<file path="src/rtl/sfx_voice_mixer.sv">
// ============================================================================
// Module   : sfx_voice_mixer
// Summary  : Multi-voice square-wave sound-effect generator with saturating mix
// Revision : 1.0 - initial release
// ============================================================================
`default_nettype none

module sfx_voice_mixer #(
  parameter int                 N_VOICES = 4,
  parameter int                 CNT_W    = 19,
  parameter int                 DUR_W    = 16,
  parameter logic signed [31:0] AMP      = 32'sd10000000
) (
  input  logic                        CLOCK_50,
  input  logic                        reset,
  input  logic [N_VOICES-1:0]         trig,
  input  logic [N_VOICES*CNT_W-1:0]   half_period,
  input  logic [N_VOICES*DUR_W-1:0]   duration,
  input  logic                        mute,
  input  logic                        sample_tick,
  output logic signed [31:0]          sample_out,
  output logic [N_VOICES-1:0]         active,
  output logic                        busy
);

  localparam int SUM_W = 32 + $clog2(N_VOICES);
  localparam logic signed [SUM_W-1:0] SAT_HI = SUM_W'(64'sd2147483647);
  localparam logic signed [SUM_W-1:0] SAT_LO = SUM_W'(-64'sd2147483648);

  typedef enum logic [0:0] {
    IDLE = 1'b0,
    PLAY = 1'b1
  } voice_state_t;

  logic signed [31:0] contrib [N_VOICES];

  for (genvar i = 0; i < N_VOICES; i++) begin : g_voice
    voice_state_t     state_q;
    voice_state_t     state_d;
    logic [CNT_W-1:0] hp;
    logic [CNT_W-1:0] cnt;
    logic [DUR_W-1:0] rem;
    logic             phase;
    logic             load;
    logic [CNT_W-1:0] hp_in;
    logic [DUR_W-1:0] dur_in;

    assign hp_in  = half_period[i*CNT_W +: CNT_W];
    assign dur_in = duration[i*DUR_W +: DUR_W];

    // A zero-duration trigger is treated as no trigger at all.
    always_comb begin
      load    = trig[i] && (dur_in != '0);
      state_d = state_q;
      case (state_q)
        IDLE: if (load) state_d = PLAY;
        PLAY: begin
          if (load)                               state_d = PLAY;
          else if (sample_tick && rem == DUR_W'(1)) state_d = IDLE;
        end
        default: state_d = IDLE;
      endcase
    end

    always_ff @(posedge CLOCK_50) begin
      if (reset) begin
        state_q <= IDLE;
        hp      <= '0;
        cnt     <= '0;
        rem     <= '0;
        phase   <= 1'b0;
      end else begin
        state_q <= state_d;
        if (load) begin
          hp    <= hp_in;
          rem   <= dur_in;
          cnt   <= '0;
          phase <= 1'b0;
        end else if (state_q == PLAY) begin
          if (cnt == hp) begin
            cnt   <= '0;
            phase <= ~phase;
          end else begin
            cnt <= cnt + CNT_W'(1);
          end
          if (sample_tick) rem <= rem - DUR_W'(1);
        end
      end
    end

    assign active[i]  = (state_q == PLAY);
    assign contrib[i] = (state_q != PLAY) ? 32'sd0 : (phase ? -AMP : AMP);
  end : g_voice

  logic signed [SUM_W-1:0] sum;
  logic signed [31:0]      mix;

  always_comb begin
    sum = '0;
    for (int v = 0; v < N_VOICES; v++) begin
      sum = sum + SUM_W'(contrib[v]);
    end
    if (mute)             mix = 32'sd0;
    else if (sum > SAT_HI) mix = 32'sh7FFF_FFFF;
    else if (sum < SAT_LO) mix = 32'sh8000_0000;
    else                  mix = sum[31:0];
  end

  always_ff @(posedge CLOCK_50) begin
    if (reset)            sample_out <= 32'sd0;
    else if (sample_tick) sample_out <= mix;
  end

  assign busy = |active;

endmodule

`default_nettype wire

</file>
<file path="config.mk">
export PLATFORM = sky130hd
export DESIGN_NAME = sfx_voice_mixer
export DESIGN_NICKNAME = d
export VERILOG_FILES = /design/src/rtl/sfx_voice_mixer.sv
export SDC_FILE = /design/constraint.sdc
export NUM_CORES = 1
export LEC_CHECK = 0
export ABC_AREA = 1
export BUFFER_PORTS_ARGS = -buffer_cell sky130_fd_sc_hd__buf_2
export CORE_UTILIZATION = 55
export DETAILED_ROUTE_END_ITERATION = 8
export PLACE_DENSITY = 0.76
export SLEW_MARGIN = 20
export SYNTH_ARGS = -nofsm -noshare
export SYNTH_HDL_FRONTEND = slang
export SYNTH_SLANG_ARGS = --single-unit
</file>
<file path="constraint.sdc">
create_clock -name CLOCK_50 -period 7.26 [get_ports CLOCK_50]
set_input_delay 1.452 -clock CLOCK_50 [delete_from_list [all_inputs] [get_ports CLOCK_50]]
set_output_delay 1.452 -clock CLOCK_50 [all_outputs]
set_load 0.01 [all_outputs]
</file>
; ---- Yosys cells after proc, flatten, opt, wreduce, memory -nomap -nowiden
; Index checks and enable logic that the tools add are counted.
[word_totals]
register_bits = 256
latchBits = 0
ramBits = 0
romBits = 0
output_inout_bits = 37
word_cells = 126
n_memories = 0
[op_classes]
add_sub_neg = 11
mul = 0
div_mod_pow = 0
n_lt_le_gt_ge = 2
n_eq_ne = 8
shift = 0
n_mux = 43
bitwise_logic = 8
reduce_logical = 33
[ops]
columns = op, n
row1 = 32-bit two-way mux, 11
row2 = 16-bit two-way mux, 12
row3 = "19-bit by 1-bit adder with 19-bit output, second input constant", 4
row4 = 19-bit == test, 4
row5 = 19-bit two-way mux, 4
row6 = "16-bit by 1-bit == test with 1-bit output, second input constant", 4
row7 = 16-bit nonzero test, 4
row8 = "16-bit by 1-bit subtractor with 16-bit output, second input constant", 4
row9 = 33-bit by 32-bit adder with 34-bit output, 1
row10 = 34-bit by 32-bit adder with 34-bit output, 1
row11 = "34-bit by 32-bit greater-than comparator with 1-bit output, second input constant", 1
row12 = "34-bit by 32-bit < comparator with 1-bit output, second input constant", 1
row13 = 32-bit by 32-bit adder with 33-bit output, 1
row14 = 2-bit AND reduction, 8
row15 = 2-bit nonzero test, 8
row16 = 1-bit two-way mux, 12
row17 = 1-bit logical AND, 8
row18 = 1-bit inverter, 8
row19 = 1-bit case mux with 2 select lines, 4
row20 = 2-bit OR reduction, 4
row21 = 4-bit OR reduction, 1

; ---- Depth between registers and ports, before layout
[depth]
word_depth = 9
mapped_depth = 24
mapped_depth_nobuf = 21

; ---- Worst setup path after synthesis
; OpenSTA, ideal clock, no wires.
[synth_path]
path_kind = reg-to-reg
startpoint = register g_voice[2].state_q
endpoint = register sample_out[10]
arrival_ps = 3521
required_ps = 7132
setup_slack_ps = 3612
stages_incl_launch_ff = 21
path_buffers = 3
path_cell_list = dfxtp_1 buf_2 inv_1 or2_2 fa_1 inv_1 fa_1 ha_1 buf_4 nand2_4 nor2_8 inv_2 nor2_8 a21boi_2 nor2_2 nand3_2 nand2_2 buf_6 nor2_2 nor2_1 nor2_1
[synth_via]
elab_chain_cells = 7
elab_cells_between_ends = 8
[synth_rtl]
columns = element, line
row1 = start: declaration, 38  ; voice_state_t state_q;
row2 = start signal: assignment, 73  ; state_q <= state_d;
row3 = 32-bit two-way mux *, 92  ; assign contrib[i] = (state_q != PLAY) ? 32'sd0 : (phase ? -AMP : AMP);
row4 = 33-bit by 32-bit adder with 34-bit output *, 101  ; sum = sum + SUM_W'(contrib[v]);
row5 = 34-bit by 32-bit adder with 34-bit output *, 101
row6 = 34-bit by 32-bit < comparator with 1-bit output, 105  ; else if (sum < SAT_LO) mix = 32'sh8000_0000;
row7 = 32-bit two-way mux, 105
row8 = 32-bit two-way mux *, 104  ; else if (sum > SAT_HI) mix = 32'sh7FFF_FFFF;
row9 = 32-bit two-way mux *, 103  ; if (mute) mix = 32'sd0;
row10 = end signal: assignment, 111  ; else if (sample_tick) sample_out <= mix;
row11 = end: declaration, 21  ; output logic signed [31:0] sample_out,
; Mark *: on every way between the ends. The rest lies on a longest branch, timed or not.
; A chain may end at the register's enable or synchronous reset.

; ---- Final worst setup path
[layout_path]
startpoint = register g_voice[2].state_q
endpoint = register sample_out[7]
; The elaborated chain is that of the path after synthesis.

==> impl_metrics.env <==
export IMPL_drive_gt1_share_pct=14.5
export IMPL_port_buffers=184
export IMPL_floorplan_initialDensity_pct=56.3
export IMPL_max_clock_freq_mhz=221
export IMPL_min_period_over_period_pct=62.3
export IMPL_clockRootBuffer="clkbuf_16"
export IMPL_cp_cell_sequence="inv_1, or2_2, fa_1, inv_1, fa_1, ha_1, nand2_4, nor2_8, inv_2, nor2_8, nand2_1, nand4_1, nand3_2, nand2_2, nor2_2, nor2_1, nor2_1"
export IMPL_power_density_nw_per_um2=215
export IMPL_min_path_cells=2
export IMPL_critical_path_top_delay_family="simple AND/OR/NAND/NOR gates"
export IMPL_fin_hold_ws_ns=0.462
export IMPL_postRouteAntennaNets=0
export IMPL_grt_max_degree=62
export IMPL_synthMuxAreaShare_pct=0
export IMPL_ctsResizeCount=0
export IMPL_post_cts_buffers=0
export IMPL_rr_startpoint="g_voice[2].state_q"
export IMPL_slowest_delay_ns=0.59
export IMPL_cp_max_fo=20
export IMPL_worstPathRequired_ns=7.65
export IMPL_netlist_instances=2086
export IMPL_synth_seq_area_share_pct=35.1
export IMPL_crit_buf_inv=3
export IMPL_ys_seq_elements=250
export IMPL_syn_to_final_growth_pct=13.8
export IMPL_via_per_inst=5.32
export IMPL_crit_path_start="g_voice[2].state_q"
export IMPL_fin_util_pct=64.1
export IMPL_hold_viol=0
export IMPL_tns_ns=0
export IMPL_grt_overflow_total=0
export IMPL_track_usage_pct=27.8
export IMPL_die_area_um2=26600
export IMPL_stdcell_count=2581
export IMPL_crit_path_start_kind="flip-flop"
export IMPL_numCtsBuffers=28
export IMPL_syn_area_um2=14300
export IMPL_fin_worst_skew_ns=0.0147
export IMPL_nets=2412
export IMPL_gp_congestion=0.919
export IMPL_place_area_um2=15300
export IMPL_max_slew_margin_pct=41.5
export IMPL_ys_warn_count=0
export IMPL_die_x_um=163
export IMPL_min_from="sample_out[28]"
export IMPL_crit_slowest_cell="dfxtp_1"
export IMPL_synth_simple_gate_area_share_pct=32.8
export IMPL_setup_viol=0
export IMPL_outcome="finished clean"
export IMPL_vias=13700
export IMPL_avgSynthCellArea_um2=6.84
export IMPL_htree_levels=1
export IMPL_synthAdderAreaFrac_pct=3.37
export IMPL_wl_per_cell_um=14.4
export IMPL_drv_slew=0
export IMPL_cts_sinks=250
export IMPL_fill_cells=2284
export IMPL_rsz0062_at_grt="false"
export IMPL_critPathKind="reg2reg"
export IMPL_clk_pin_slew_ns=0.06
export IMPL_period_minus_slack_ns=4.52
export IMPL_dr_pass1_iters=5
export IMPL_first_iter_violations=1129
export IMPL_synth_xor_area_share_pct=8.90
export IMPL_diodes=0
export IMPL_ios=185
export IMPL_placed_cells=2531
export IMPL_rows=58
export IMPL_cts_tree="built"
export IMPL_clk_path_buf_depth=3
export IMPL_grt_pass1_wl_um=60800
export IMPL_holdBufCountCts=0
export IMPL_rrSetupSlack_ns=2.74
export IMPL_r2r_end="sample_out[7]"
export IMPL_grt_pass1_vias=12700
export IMPL_clock_latency_ns=0.55
export IMPL_synth_compound_area_share_pct=10.6
export IMPL_synth_top_family_by_area="simple AND/OR/NAND/NOR gates"
export IMPL_die_h_um=163
export IMPL_drcViolationCount=0
export IMPL_maxCapViolations=0
export IMPL_syn_num_nets=2267
export IMPL_tightest_slew_ns=0.874
export IMPL_critPathArrivalTime_ns=4.91
export IMPL_hold_end="sample_out[28]"
export IMPL_power_leakage_nw=7.39
export IMPL_hold_class="reg2reg"
export IMPL_grt_antenna_before_repair=2
export IMPL_coreArea_um2=25300
export IMPL_peakVddDrop_mv=0.179
export IMPL_r2r_cells=17
export IMPL_wl_um=37100
export IMPL_dp_hpwl_um=27400
export IMPL_endpoint_kind="flip-flop"
export IMPL_fin_area_um2=16200
export IMPL_ys_types=58
==> where the power goes <==
group	total [mW]	switching [mW]	internal (mW)	leakage, nW
Clock	1.47	0.565	0.903	0.476
Combinational	0.533	0.338	0.195	4.86
Sequential	1.49	0.0511	1.44	2.05
==> stage by stage <==
stage                     power, mW  setup WS [ns]
after floorplan                1.89           3.61
after global placement         2.03           2.95
after detailed placement       2.04           2.81
after CTS                      3.51           2.77
after global routing           3.64           2.35
final                          3.49           2.74
==> state kept, by name (all words and copies together), names as in the netlist <==
name,count
sample_out,26
g_voice.phase,4
g_voice.cnt,76
g_voice.hp,76
g_voice.state_q,4
g_voice.rem,64
==> how the worst max path moves through the flow <==
stage                     slack [ns]             end  depth (start not counted)
final                           2.74   sample_out[7]                         17
after global routing            2.35  sample_out[23]                         16
after CTS                       2.77   sample_out[7]                         17
after detailed placement        2.81  sample_out[15]                         17
after global placement          2.95   sample_out[7]                         17
after floorplan                 3.61  sample_out[10]                         20
==> tightest hold or removal path, delay by kind of cell (launching register included) <==
kind	cells	cell delay, ns
simple gates	1	0.06
flops	1	0.30
compound gates	1	0.06
==> synthesized netlist by cell type (all sizes together) <==
cell type  count  area (um2)
nand2        413        1600
dfxtp        250        5000
buf           36         246
a41oi          1        8.76
clkbuf        40         151
inv          243         912
o311ai         1        8.76
or2           11        68.8
nor3b          9        72.6
fa             9         180
o21ai        134         682
a22o           1        8.76
nand3b         3        22.5
and2           1        6.26
or3            1        6.26
a211oi         5        37.5
clkinv         1        3.75
nor4          16         106
and3           2        12.5
o211a          1        10.0
xor2          98         858
o41ai          2        17.5
o211ai        10        75.1
a21boi         2        18.8
o22ai          8        50.1
ha            24         300
nor2         393        1620
nor3          45         245
xnor2         47         412
a31oi         17         106
nand4         42         269
o31ai          2        15.0
a221oi         4        35.0
o221ai         2        17.5
nand3        128         646
a21oi         83         419
o2111ai        1        8.76
==> routing by layer <==
metal	vias to the layer above	global-route usage (%)	wire (um)
met5	-	0	33
met4	4	7.48	871
met3	66	3.78	2210
met2	402	46.0	17000
met1	6275	37.7	17000
li1	6974	-	-
==> kinds of logic after synthesis <==
group                    Yosys count
flip-flops                       250
adder cells (fa/ha/maj)           33
AND/OR/NAND/NOR                 1064
AO/OA/AOI/OAI                    274
XOR/XNOR                         145
buffers and inverters            320
==> placed cells by master, fill, tap and decap left out, types with 10 or more instances in the layout <==
cell,Yosys,layout
nand4_1,41,41
xnor2_1,47,47
a31oi_1,17,17
nor2_2,38,38
nand2_1,401,401
xor2_1,98,98
nor4_1,15,15
or2_2,10,10
nor3_1,41,41
a21oi_1,82,82
nand3_1,127,127
buf_2,11,184
dfxtp_1,250,250
nor2_1,351,351
ha_1,24,24
inv_2,13,14
o211ai_1,10,10
inv_1,230,229
clkbuf_16,0,28
o21ai_0,131,131
==> layout make-up <==
type	instances	area, um2	area share [%]
Inverter	244	916	5.64
Sequential cell	250	5000	30.8
Clock inverter	9	136	0.840
Tap cell	330	413	2.54
Clock buffer	41	840	5.17
Timing Repair Buffer	191	973	6.00
Multi-Input combinational cell	1516	7950	49.0
Power figures use the tool's default switching activity.
